--- config.mk ---
export PLATFORM = sky130hd
export DESIGN_NAME = guess_engine
export DESIGN_NICKNAME = d
export VERILOG_FILES = /design/src/rtl/guess_engine.sv
export SDC_FILE = /design/constraint.sdc
export NUM_CORES = 1
export LEC_CHECK = 0
export ABC_AREA = 1
export ABC_CLOCK_PERIOD_IN_PS = 3900
export CAP_MARGIN = 15
export CORE_ASPECT_RATIO = 1.4
export CORE_MARGIN = 10
export CORE_UTILIZATION = 30
export DETAILED_ROUTE_END_ITERATION = 8
export GPL_TIMING_DRIVEN = 0
export SLEW_MARGIN = 20
export SYNTH_ARGS = -nofsm -noshare
export SYNTH_HDL_FRONTEND = slang
export SYNTH_SLANG_ARGS = --single-unit
--- constraint.sdc ---
create_clock -name clk -period 3.9 [get_ports clk]
set_clock_uncertainty 0.15 [all_clocks]
set_input_delay 0.585 -clock clk [delete_from_list [all_inputs] [get_ports clk]]
set_output_delay 0.585 -clock clk [all_outputs]
set_load 0.005 [all_outputs]
--- src/rtl/guess_engine.sv ---
// Number-guessing game core: keypad-driven secret/guess entry with sequential A/B scoring.
// One guess/secret digit pair is compared per cycle; the result lands the cycle after the last pair.
`timescale 1ns/1ps
module guess_engine #(
  parameter int unsigned DIGITS    = 4,
  parameter int unsigned MAX_TRIES = 10,
  localparam int unsigned AW = $clog2(DIGITS + 1),
  localparam int unsigned TW = $clog2(MAX_TRIES + 1)
) (
  input  logic                clk,
  input  logic                rst,
  input  logic                key_valid,
  input  logic [3:0]          key_code,
  output logic [4*DIGITS-1:0] entry,
  output logic [AW-1:0]       entry_len,
  output logic [2:0]          phase,
  output logic [AW-1:0]       a_cnt,
  output logic [AW-1:0]       b_cnt,
  output logic                result_valid,
  output logic [TW-1:0]       tries,
  output logic                win,
  output logic                lose,
  output logic [4*DIGITS-1:0] secret_out,
  output logic                key_reject
);
  localparam int unsigned NW = 4 * DIGITS;
  localparam int unsigned IW = $clog2(DIGITS);
  localparam logic [3:0] KeyBack    = 4'd10;
  localparam logic [3:0] KeyEnter   = 4'd11;
  localparam logic [3:0] KeyRestart = 4'd12;

  typedef enum logic [2:0] {
    StSet   = 3'd0,
    StGuess = 3'd1,
    StScore = 3'd2,
    StWin   = 3'd3,
    StLose  = 3'd4
  } phase_e;

  phase_e        phase_q, phase_d;
  logic [NW-1:0] entry_q, entry_d, secret_q, secret_d, guess_q, guess_d;
  logic [AW-1:0] len_q, len_d, acc_a_q, acc_a_d, acc_b_q, acc_b_d, a_q, a_d, b_q, b_d;
  logic [IW-1:0] gi_q, gi_d, sj_q, sj_d;
  logic [TW-1:0] tries_q, tries_d, tries_inc;
  logic          rv_q, rv_d, rej_q, rej_d;
  logic          dup, hit, last_pair, clear_all;
  logic [AW-1:0] a_new, b_new;

  // Only the occupied nibbles count, so a 0 key never matches the zero padding.
  always_comb begin
    dup = 1'b0;
    for (int unsigned n = 0; n < DIGITS; n++) begin
      if (AW'(n) < len_q && entry_q[4*n +: 4] == key_code) dup = 1'b1;
    end
  end

  assign hit       = guess_q[{gi_q, 2'b00} +: 4] == secret_q[{sj_q, 2'b00} +: 4];
  assign last_pair = (gi_q == IW'(DIGITS - 1)) && (sj_q == IW'(DIGITS - 1));
  assign a_new     = acc_a_q + AW'(hit && (gi_q == sj_q));
  assign b_new     = acc_b_q + AW'(hit && (gi_q != sj_q));
  assign tries_inc = (tries_q < TW'(MAX_TRIES)) ? tries_q + TW'(1) : tries_q;
  assign clear_all = key_valid && (key_code == KeyRestart ||
                     (key_code == KeyEnter && (phase_q == StWin || phase_q == StLose)));

  always_comb begin
    phase_d  = phase_q;
    entry_d  = entry_q;
    len_d    = len_q;
    secret_d = secret_q;
    guess_d  = guess_q;
    acc_a_d  = acc_a_q;
    acc_b_d  = acc_b_q;
    gi_d     = gi_q;
    sj_d     = sj_q;
    a_d      = a_q;
    b_d      = b_q;
    tries_d  = tries_q;
    rv_d     = 1'b0;
    rej_d    = 1'b0;
    if (clear_all) begin
      phase_d  = StSet;
      entry_d  = '0;
      len_d    = '0;
      secret_d = '0;
      guess_d  = '0;
      acc_a_d  = '0;
      acc_b_d  = '0;
      gi_d     = '0;
      sj_d     = '0;
      a_d      = '0;
      b_d      = '0;
      tries_d  = '0;
    end else begin
      case (phase_q)
        StSet, StGuess: begin
          if (key_valid) begin
            if (key_code <= 4'd9) begin
              if (len_q == AW'(DIGITS) || dup) begin
                rej_d = 1'b1;
              end else begin
                entry_d = {entry_q[NW-5:0], key_code};
                len_d   = len_q + AW'(1);
              end
            end else if (key_code == KeyBack) begin
              if (len_q == '0) begin
                rej_d = 1'b1;
              end else begin
                entry_d = {4'd0, entry_q[NW-1:4]};
                len_d   = len_q - AW'(1);
              end
            end else if (key_code == KeyEnter) begin
              if (len_q != AW'(DIGITS)) begin
                rej_d = 1'b1;
              end else if (phase_q == StSet) begin
                secret_d = entry_q;
                entry_d  = '0;
                len_d    = '0;
                tries_d  = '0;
                a_d      = '0;
                b_d      = '0;
                phase_d  = StGuess;
              end else begin
                guess_d = entry_q;
                acc_a_d = '0;
                acc_b_d = '0;
                gi_d    = '0;
                sj_d    = '0;
                phase_d = StScore;
              end
            end else begin
              rej_d = 1'b1;
            end
          end
        end
        StScore: begin
          rej_d = key_valid;
          // The last pair folds straight into the published result.
          if (last_pair) begin
            a_d     = a_new;
            b_d     = b_new;
            rv_d    = 1'b1;
            tries_d = tries_inc;
            entry_d = '0;
            len_d   = '0;
            if (a_new == AW'(DIGITS))            phase_d = StWin;
            else if (tries_inc == TW'(MAX_TRIES)) phase_d = StLose;
            else                                  phase_d = StGuess;
          end else begin
            acc_a_d = a_new;
            acc_b_d = b_new;
            if (sj_q == IW'(DIGITS - 1)) begin
              sj_d = '0;
              gi_d = gi_q + IW'(1);
            end else begin
              sj_d = sj_q + IW'(1);
            end
          end
        end
        StWin, StLose: rej_d = key_valid;
        default:       phase_d = StSet;
      endcase
    end
  end

  always_ff @(posedge clk or posedge rst) begin
    if (rst) begin
      phase_q  <= StSet;
      entry_q  <= '0;
      len_q    <= '0;
      secret_q <= '0;
      guess_q  <= '0;
      acc_a_q  <= '0;
      acc_b_q  <= '0;
      gi_q     <= '0;
      sj_q     <= '0;
      a_q      <= '0;
      b_q      <= '0;
      tries_q  <= '0;
      rv_q     <= 1'b0;
      rej_q    <= 1'b0;
    end else begin
      phase_q  <= phase_d;
      entry_q  <= entry_d;
      len_q    <= len_d;
      secret_q <= secret_d;
      guess_q  <= guess_d;
      acc_a_q  <= acc_a_d;
      acc_b_q  <= acc_b_d;
      gi_q     <= gi_d;
      sj_q     <= sj_d;
      a_q      <= a_d;
      b_q      <= b_d;
      tries_q  <= tries_d;
      rv_q     <= rv_d;
      rej_q    <= rej_d;
    end
  end

  assign entry        = entry_q;
  assign entry_len    = len_q;
  assign phase        = phase_q;
  assign a_cnt        = a_q;
  assign b_cnt        = b_q;
  assign result_valid = rv_q;
  assign tries        = tries_q;
  assign win          = phase_q == StWin;
  assign lose         = phase_q == StLose;
  assign secret_out   = (phase_q == StWin || phase_q == StLose) ? secret_q : '0;
  assign key_reject   = rej_q;

endmodule

==> results of run 1 <==
-- flip-flops by register name, summed over array words and instances, names as in the netlist, 4 cells and up --
register / count
tries: 4
guess_q: 16
secret_q: 16
entry: 16
-- per-layer routing --
| layer | part of all wire (%) | up-vias | global-route usage (%) |
|---|---|---|---|
| met5 | 0 | - | 0 |
| met4 | 1.6 | 0 | 4.32 |
| met3 | 3.2 | 15 | 2.29 |
| met2 | 53 | 60 | 22.6 |
| met1 | 42 | 1931 | 13.9 |
| li1 | - | 2118 | - |
-- final timing paths --
path | start | to | slack (ps) | cells past startpoint
worst max-delay path | phase[0] | secret_out[11] | 780 | 7
worst min-delay path | guess_q[8] | guess_q[8] | 340 | 2
worst max register to register | sj_q[0] | phase[1] | 990 | 13
worst min register to register | guess_q[8] | guess_q[8] | 340 | 2
min in group asynchronous | rst | a_cnt[0] | 410 | 2
max in group asynchronous | rst | entry[12] | 2610 | 3
-- power breakdown --
| part | switching, mW | internal, mW |
|---|---|---|
| clock | 0.385 | 0.447 |
| sequential | 0.285 | 1.04 |
| combinational | 1.14 | 0.819 |
| total | 1.81 | 2.30 |
-- tightest hold or removal path, cell delays in order (launching register included) --
cell     delay [ps]
dfrtp_1         340
nand2_1          50
o21ai_0          60
-- cells by family after synthesis --
| group | Yosys count |
|---|---|
| fa+ha+maj | 11 |
| flops | 76 |
| xor+xnor | 18 |
| buf+inv | 81 |
| compound gates | 110 |
| simple gates | 320 |
-- through the flow --
stage	cell area (µm²)	std cells	power, mW	hold WS, ps	TNS (ps)
2_1_floorplan	4680	616	2.61	298	0
3_3_place_gp	5470	866	3.31	312	-17430
3_5_place_dp	5500	867	3.32	318	0
4_1_cts	5790	883	4.17	334	0
5_1_grt	5790	883	4.47	355	0
6_report	5790	883	4.11	339	0
-- cells in the final DEF, fill, tap and decap left out, types with 7 or more instances in the layout --
cell,instances
o21ai_1,32
o21ai_2,7
dfrtp_1,76
a21oi_1,19
nand2_2,8
xor2_1,12
nor2_1,66
clkdlybuf4s50_1,54
nand2_1,179
nand3_2,11
clkbuf_1,9
o21ai_0,36
nor2_2,7
inv_1,48
nand3_1,26
ha_1,11
clkbuf_16,9
-- cell type report --
type / count / area [µm²] / share of cell area [%]
multi-input combinational: 459 / 2400 / 41.4
sequential: 76 / 1900 / 32.8
timing repair buffer: 55 / 568 / 9.81
tap: 196 / 245 / 4.24
clock buffer: 9 / 225 / 3.89
inverter: 56 / 215 / 3.72
buffer: 25 / 170 / 2.94
clock inverter: 7 / 65.1 / 1.12
==> impl_metrics.py, run 1 <==
metrics = {
    "finish": {
        "syn2layout_area_growth_pct": 23.6,
        "final_core_util_pct": 37.4,
        "antenna_cells": 0,
        "fill_cells": 1583,
        "drive_gt1_share_pct": 12.8,
        "finalNetCount": 700,
    },
    "yosys": {
        "ys.flop_type": "dfrtp_1",
        "synthAdderAreaFrac_pct": 2.94,
        "synth_top_cells_by_count": "179 x nand2_1, 76 x dfrtp_1, 66 x nor2_1",
        "ys_ff_latch": 76,
        "synth-xor-area-share_pct": 3.37,
        "ys_seq_area_share_pct": 40.6,
        "synth_largest_area_cell": "dfrtp_1",
        "ys_warn_count": 0,
        "synth_fp_nets": 634,
        "async_flop_share_pct": 100,
        "avgSynthCellArea_um2": 7.60,
        "synth_top_cell_area_share_pct": 40.6,
        "synth_most_common_cell": "nand2_1",
        "netlist_instances": 616,
        "synth_edf_count": 0,
        "ys_types": 41,
        "synth_top_cells_by_area": "dfrtp_1 41%, nand2_1 14%, nor2_1 5.3%, inv_1 3.9%, o21ai_0 3.8%",
        "synth-simple-area-share_pct": 31.6,
        "synth_mux_area_share_pct": 0,
        "synth-compound-area-share_pct": 13.3,
        "synth_area_um2": 4680,
        "synth_top_family_by_area": "simple AND/OR/NAND/NOR gates",
    },
    "timing": {
        "hold_viol": 0,
        "clock.fmax_ghz": 0.321,
        "rsz0062_at_grt": "false",
        "layout_min_cycle_time_ps": 3120,
        "slew_viol_final": 0,
        "setup_slack_ps": 783,
        "timing.final.crit_share_pct": 79.9,
        "setup_viol": 0,
        "worst_pin_slew_ps": 719,
        "relSlewSlack_pct": 51.7,
    },
    "cts": {
        "clk_pin_slew_ps": 70,
        "cts_tree": "done",
        "cts_max_path_buffers": 2,
        "cts_hold_buf": 0,
        "cts_sinks": 76,
        "htreeDepth": 3,
        "insertion_delay_ps": 350,
        "root_buffer": "clkbuf_16",
        "cts-resized-gates": 0,
        "postCtsSetupRepairBufs": 0,
        "numCtsBuffers": 9,
    },
    "global_routing": {
        "grt_pass1_vias": 4134,
        "grt_max_degree": 57,
        "grt-ovfl-total": 0,
        "grt_usage_pct": 12.4,
        "antenna_found_initial": 0,
        "grt_pass1_wl_mm": 21.6,
    },
    "critical_path": {
        "crit_top_cell": "nor2_1",
        "slowest_delay_ps": 530,
        "worstPathRequired_ps": 3160,
        "cp_max_fo": 10,
        "cp_data_arrival_time_ps": 2380,
        "start_kind": "flip-flop",
        "cp_slowest_cell": "clkdlybuf4s50_1",
        "crit_family": "buffers and inverters",
        "crit_type": "flip-flop to primary output",
        "crit_chain": "nor2_1 -> nand2_1 -> nand2_2 -> clkinv_1 -> clkbuf_1 -> nor2_1 -> clkdlybuf4s50_1",
        "crit_path_end_kind": "primary output",
        "path_buf_inv": 3,
    },
    "floorplan": {
        "row_count": 54,
        "die_w_um": 126,
        "start_util_pct": 30.3,
        "coreArea_um2": 15500,
        "die_h_um": 168,
        "boundaryPins": 59,
        "dieArea_um2": 21100,
    },
    "route": {
        "viasPerCell": 4.67,
        "routedWlPerCell_um": 14.8,
        "drt_iter0_drc": 234,
        "totalWireLength_mm": 13.1,
        "num_vias": 4124,
        "drt-pass1-iter-count": 4,
        "drc": 0,
        "postRouteAntennaNets": 0,
    },
    "placed_design": {
        "dpl.hpwl_mm": 10.2,
        "place.gp.congestion": 0.872,
        "port-buffer-count": 54,
        "post-place-ws_ps": 951,
    },
    "power_and_ir_drop": {
        "peakVddDrop_v": 0.000269,
        "power_density_nw_per_um2": 710,
        "power_leakage_nw": 2.63,
    },
    "job": {
        "maxCapViolCount": 0,
    },
    "hold_path": {
        "hp-class": "flip-flop to flip-flop",
    },
    "status": {
        "outcome": "completed",
    },
}
No activity file was read; power rests on OpenSTA's default activity.
==> run 2, diff against run 1 <==
--- a/config.mk
+++ b/config.mk
@@ -6,7 +6,7 @@
 export NUM_CORES = 1
 export LEC_CHECK = 0
 export ABC_AREA = 1
-export ABC_CLOCK_PERIOD_IN_PS = 3900
+export ABC_CLOCK_PERIOD_IN_PS = 2900
 export CAP_MARGIN = 15
 export CORE_ASPECT_RATIO = 1.4
 export CORE_MARGIN = 10
==> constraint.sdc (replaced) <==
create_clock -name clk -period 2.9 [get_ports clk]
set_clock_uncertainty 0.15 [all_clocks]
set_input_delay 0.435 -clock clk [delete_from_list [all_inputs] [get_ports clk]]
set_output_delay 0.435 -clock clk [all_outputs]
set_load 0.005 [all_outputs]
==> impl_metrics.py, run 2 (synthesis gave the netlist of run 1 again) <==
metrics = {
    "floorplan": {
        "boundaryPins": 59,
        "coreArea_um2": 15500,
        "start_util_pct": 30.3,
        "die_w_um": 126,
        "die_h_um": 168,
        "dieArea_um2": 21100,
        "row_count": 54,
    },
    "route": {
        "viasPerCell": 4.69,
        "routedWlPerCell_um": 14.8,
        "num_vias": 4135,
        "drc": 0,
        "drt_iter0_drc": 239,
        "postRouteAntennaNets": 0,
        "totalWireLength_mm": 13.1,
        "drt-pass1-iter-count": 6,
    },
    "finish": {
        "fill_cells": 1580,
        "syn2layout_area_growth_pct": 24.3,
        "layout_commonest_cell": "nand2_1",
        "drive_gt1_share_pct": 14.1,
        "antenna_cells": 0,
        "final_cell_mix": "179 x nand2_1, 76 x dfrtp_1, 66 x nor2_1",
        "final_core_util_pct": 37.6,
        "finalNetCount": 699,
    },
    "timing": {
        "setup_viol": 0,
        "relSlewSlack_pct": 52.5,
        "slew_viol_final": 0,
        "hold_viol": 0,
        "timing.final.crit_share_pct": 93.6,
        "layout_min_cycle_time_ps": 2720,
        "setup_slack_ps": 185,
        "hold_slack_ps": 254,
        "rsz0062_at_grt": "true",
        "tns_ps": 0,
        "clock.fmax_ghz": 0.368,
        "worst_pin_slew_ps": 708,
    },
    "critical_path": {
        "cp_data_arrival_time_ps": 2820,
        "crit_path_end_kind": "flip-flop",
        "slowest_delay_ps": 390,
        "cp_slowest_cell": "dfrtp_1",
        "crit_family": "simple AND/OR/NAND/NOR gates",
        "cp_max_fo": 10,
        "startpoint": "sj_q[0]",
        "regToRegSetupSlack_ps": 180,
        "path_buf_inv": 1,
        "start_kind": "flip-flop",
        "crit_type": "flip-flop to flip-flop",
        "worstPathRequired_ps": 3000,
        "r2r-start": "sj_q[0]",
        "crit_chain": "clkbuf_4 -> nand2_1 -> o21ai_0 -> a21oi_1 -> xor2_1 -> nand4_1 -> nor2_1 -> ha_1 -> ha_1 -> xor2_2 -> nand3_2 -> o21ai_1 -> nand3_1 -> o21ai_0",
    },
    "power_and_ir_drop": {
        "power_mw": 5.57,
        "power_leakage_nw": 2.64,
        "peakVddDrop_v": 0.000364,
        "power_density_nw_per_um2": 957,
    },
    "cts": {
        "insertion_delay_ps": 350,
        "cts_sinks": 76,
        "root_buffer": "clkbuf_16",
        "cts_hold_buf": 0,
        "numCtsBuffers": 9,
        "htreeDepth": 3,
        "postCtsSetupRepairBufs": 0,
        "cts_tree": "done",
        "cts_max_path_buffers": 2,
        "clk_pin_slew_ps": 70,
    },
    "placed_design": {
        "dpl.hpwl_mm": 10.2,
        "port-buffer-count": 54,
        "place.gp.congestion": 0.872,
        "post-place-ws_ps": -49.5,
    },
    "global_routing": {
        "grt_pass1_wl_mm": 21.6,
        "grt_usage_pct": 12.4,
        "antenna_found_initial": 0,
        "grt_pass1_vias": 4135,
        "grt_max_degree": 57,
        "grt-ovfl-total": 0,
    },
    "status": {
        "outcome": "completed",
    },
    "job": {
        "maxCapViolCount": 0,
    },
    "hold_path": {
        "hp-class": "primary input to asynchronous set/reset pin",
    },
}
-- run 2: layout make-up --
type                            count  area (µm²)  area share, %
Clock inverter                      7        65.1           1.12
Buffer                             24         175           3.01
Tap cell                          196         245           4.21
Clock buffer                        9         225           3.87
Sequential cell                    76        1900           32.7
Inverter                           56         220           3.78
Multi-Input combinational cell    459        2420           41.6
Timing Repair Buffer               55         568           9.76
-- run 2: worst paths after layout --
path	endpoint	depth (start not counted)
max in group asynchronous	entry[15]	3
worst max register to register	phase[1]	14
worst min-delay path	a_cnt[0]	2
worst max-delay path	phase[1]	14
worst min register to register	guess_q[8]	2
min in group clk	guess_q[8]	2
-- run 2: layer usage --
layer | global-route usage, % | wire [µm]
met5 | 0 | 0
met4 | 4.32 | 201
met2 | 22.7 | 6970
met1 | 13.9 | 5440
met3 | 2.29 | 476
-- run 2: stage by stage --
stage / cells / instance area, µm²
floorplan: 616 / 4680
finish: 882 / 5820
CTS: 883 / 5800
global route: 882 / 5820
global placement: 866 / 5470
detailed placement: 867 / 5500
-- run 2: worst register-to-register path, cell delays in order, from the launching register on --
cell      delay (ps)
dfrtp_1          390
clkbuf_4         190
nand2_1           60
o21ai_0          100
a21oi_1          200
xor2_1           190
nand4_1          180
nor2_1           150
ha_1             160
ha_1             180
xor2_2           210
nand3_2          130
o21ai_1          140
nand3_1          100
o21ai_0          110
-- run 2: power breakdown --
group / switching (mW) / internal [mW] / leakage, nW / total, mW
sequential: 0.388 / 1.39 / 1.03 / 1.78
clock: 0.519 / 0.601 / 0.140 / 1.12
combinational: 1.55 / 1.12 / 1.47 / 2.67
-- run 2: repair_timing --
action | in CTS | in global routing
gates resized for setup | 4 | 15
pin swaps | 0 | 3
setup endpoints to repair | 13 | 11
==> run 3, diff against run 2 <==
--- a/config.mk
+++ b/config.mk
@@ -11,8 +11,10 @@
 export CORE_ASPECT_RATIO = 1.4
 export CORE_MARGIN = 10
 export CORE_UTILIZATION = 30
+export CTS_CLUSTER_DIAMETER = 60
 export DETAILED_ROUTE_END_ITERATION = 8
 export GPL_TIMING_DRIVEN = 0
+export SKIP_CTS_REPAIR_TIMING = 1
 export SLEW_MARGIN = 20
 export SYNTH_ARGS = -nofsm -noshare
 export SYNTH_HDL_FRONTEND = slang
==> impl_metrics.py, run 3 (synthesis gave the netlist of run 1 again) <==
metrics = {
    "critical_path": {
        "crit_path_end_kind": "primary output",
        "cp_data_arrival_time_ps": 2200,
        "path_buf_inv": 4,
        "crit_chain": "inv_1 -> nand3_1 -> nand2_4 -> clkinvlp_4 -> buf_2 -> nor2_1 -> clkdlybuf4s50_1",
        "crit_type": "flip-flop to primary output",
        "cp_slowest_cell": "clkdlybuf4s50_1",
        "crit_family": "buffers and inverters",
        "cp_max_fo": 5,
        "slowest_delay_ps": 510,
        "worstPathRequired_ps": 2320,
        "start_kind": "flip-flop",
    },
    "cts": {
        "cts_sinks": 76,
        "insertion_delay_ps": 350,
        "clk_pin_slew_ps": 60,
        "cts_tree": "done",
        "numCtsBuffers": 9,
        "htreeDepth": 3,
        "cts_max_path_buffers": 2,
        "root_buffer": "clkbuf_16",
    },
    "finish": {
        "antenna_cells": 0,
        "drive_gt1_share_pct": 14.6,
        "layout_commonest_cell": "nand2_1",
        "syn2layout_area_growth_pct": 24.9,
        "final_area_um2": 5850,
        "finalNetCount": 703,
        "final_cell_mix": "179 x nand2_1, 75 x dfrtp_1, 66 x nor2_1",
    },
    "global_routing": {
        "grt_pass1_wl_mm": 21.6,
        "antenna_found_initial": 0,
        "grt-ovfl-total": 0,
        "grt_pass1_vias": 4134,
        "grt_usage_pct": 12.4,
        "grt_max_degree": 57,
    },
    "floorplan": {
        "die_w_um": 126,
        "start_util_pct": 30.3,
        "row_count": 54,
        "dieArea_um2": 21100,
        "coreArea_um2": 15500,
        "die_h_um": 168,
        "boundaryPins": 59,
    },
    "power_and_ir_drop": {
        "power_leakage_nw": 2.65,
        "power_density_nw_per_um2": 956,
        "peakVddDrop_v": 0.000365,
        "power_mw": 5.60,
    },
    "timing": {
        "rsz0062_at_grt": "true",
        "clock.fmax_ghz": 0.359,
        "setup_viol": 0,
        "hold_viol": 0,
        "timing.final.crit_share_pct": 96.0,
        "hold_slack_ps": 254,
        "tns_ps": 0,
        "setup_slack_ps": 115,
        "worst_pin_slew_ps": 698,
        "slew_viol_final": 0,
        "layout_min_cycle_time_ps": 2780,
        "relSlewSlack_pct": 53.2,
    },
    "placed_design": {
        "place.gp.congestion": 0.872,
        "dpl.hpwl_mm": 10.2,
        "port-buffer-count": 54,
        "placed_cell_area_um2": 5500,
        "post-place-ws_ps": -49.5,
    },
    "route": {
        "postRouteAntennaNets": 0,
        "drt-pass1-iter-count": 4,
        "num_vias": 4179,
        "totalWireLength_mm": 13.3,
        "drc": 0,
        "viasPerCell": 4.72,
        "drt_iter0_drc": 235,
        "routedWlPerCell_um": 15.0,
    },
    "job": {
        "maxCapViolCount": 0,
    },
    "hold_path": {
        "hp-class": "primary input to asynchronous set/reset pin",
    },
    "status": {
        "outcome": "completed",
    },
}
run 3: worst reg2reg max path, delay by kind of cell (launching register included):
family | cells | cell delay, ps
and+or+nand+nor | 5 | 610
buffers and inverters | 1 | 190
DFF | 1 | 390
xor gates and xnor gates | 2 | 370
AOI/OAI and AO/OA | 4 | 580
adders and majority gates | 2 | 340
run 3: power by group:
part / internal (mW) / switching, mW
logic: 1.14 / 1.56
clock network: 0.601 / 0.518
registers: 1.39 / 0.390
run 3: stage by stage:
stage,util (%),cells
3_3_place_gp,35.4,866
5_1_grt,37.8,886
2_1_floorplan,-,616
4_1_cts,37.4,883
3_5_place_dp,35.5,867
6_report,37.8,886
run 3: area by class of cell:
| type | count | area [µm²] |
|---|---|---|
| fillers | 1581 | 9620 |
| plain buffers | 25 | 186 |
| flip-flops and latches | 76 | 1900 |
| repair inverters | 1 | 5.00 |
| clock inverters | 7 | 65.1 |
| multi-input cells | 459 | 2420 |
| repair buffers | 57 | 581 |
| inverters | 56 | 223 |
| well taps | 196 | 245 |
| clock buffers | 9 | 225 |
run 3: path summary, 6_finish.rpt:
kind | slack (ps) | cells after the start | startpoint | endpoint
setup / recovery | 120 | 7 | phase[2] | secret_out[8]
hold reg to reg | 330 | 2 | guess_q[8] | guess_q[8]
max in group asynchronous | 1750 | 3 | rst | entry[12]
setup reg to reg | 180 | 14 | sj_q[0] | phase[1]
hold / removal | 250 | 2 | rst | key_reject
min in group clk | 330 | 2 | guess_q[8] | guess_q[8]
run 3: per-layer routing:
layer  share of wire, %  vias up  track usage (%)  wire, µm
li1                   -     2127                -         -
met1                 41     1973             13.9      5480
met2                 54       63             22.6      7160
met3                3.5       16             2.29       460
met4                1.6        0             4.32       213
met5                  0        -                0         0
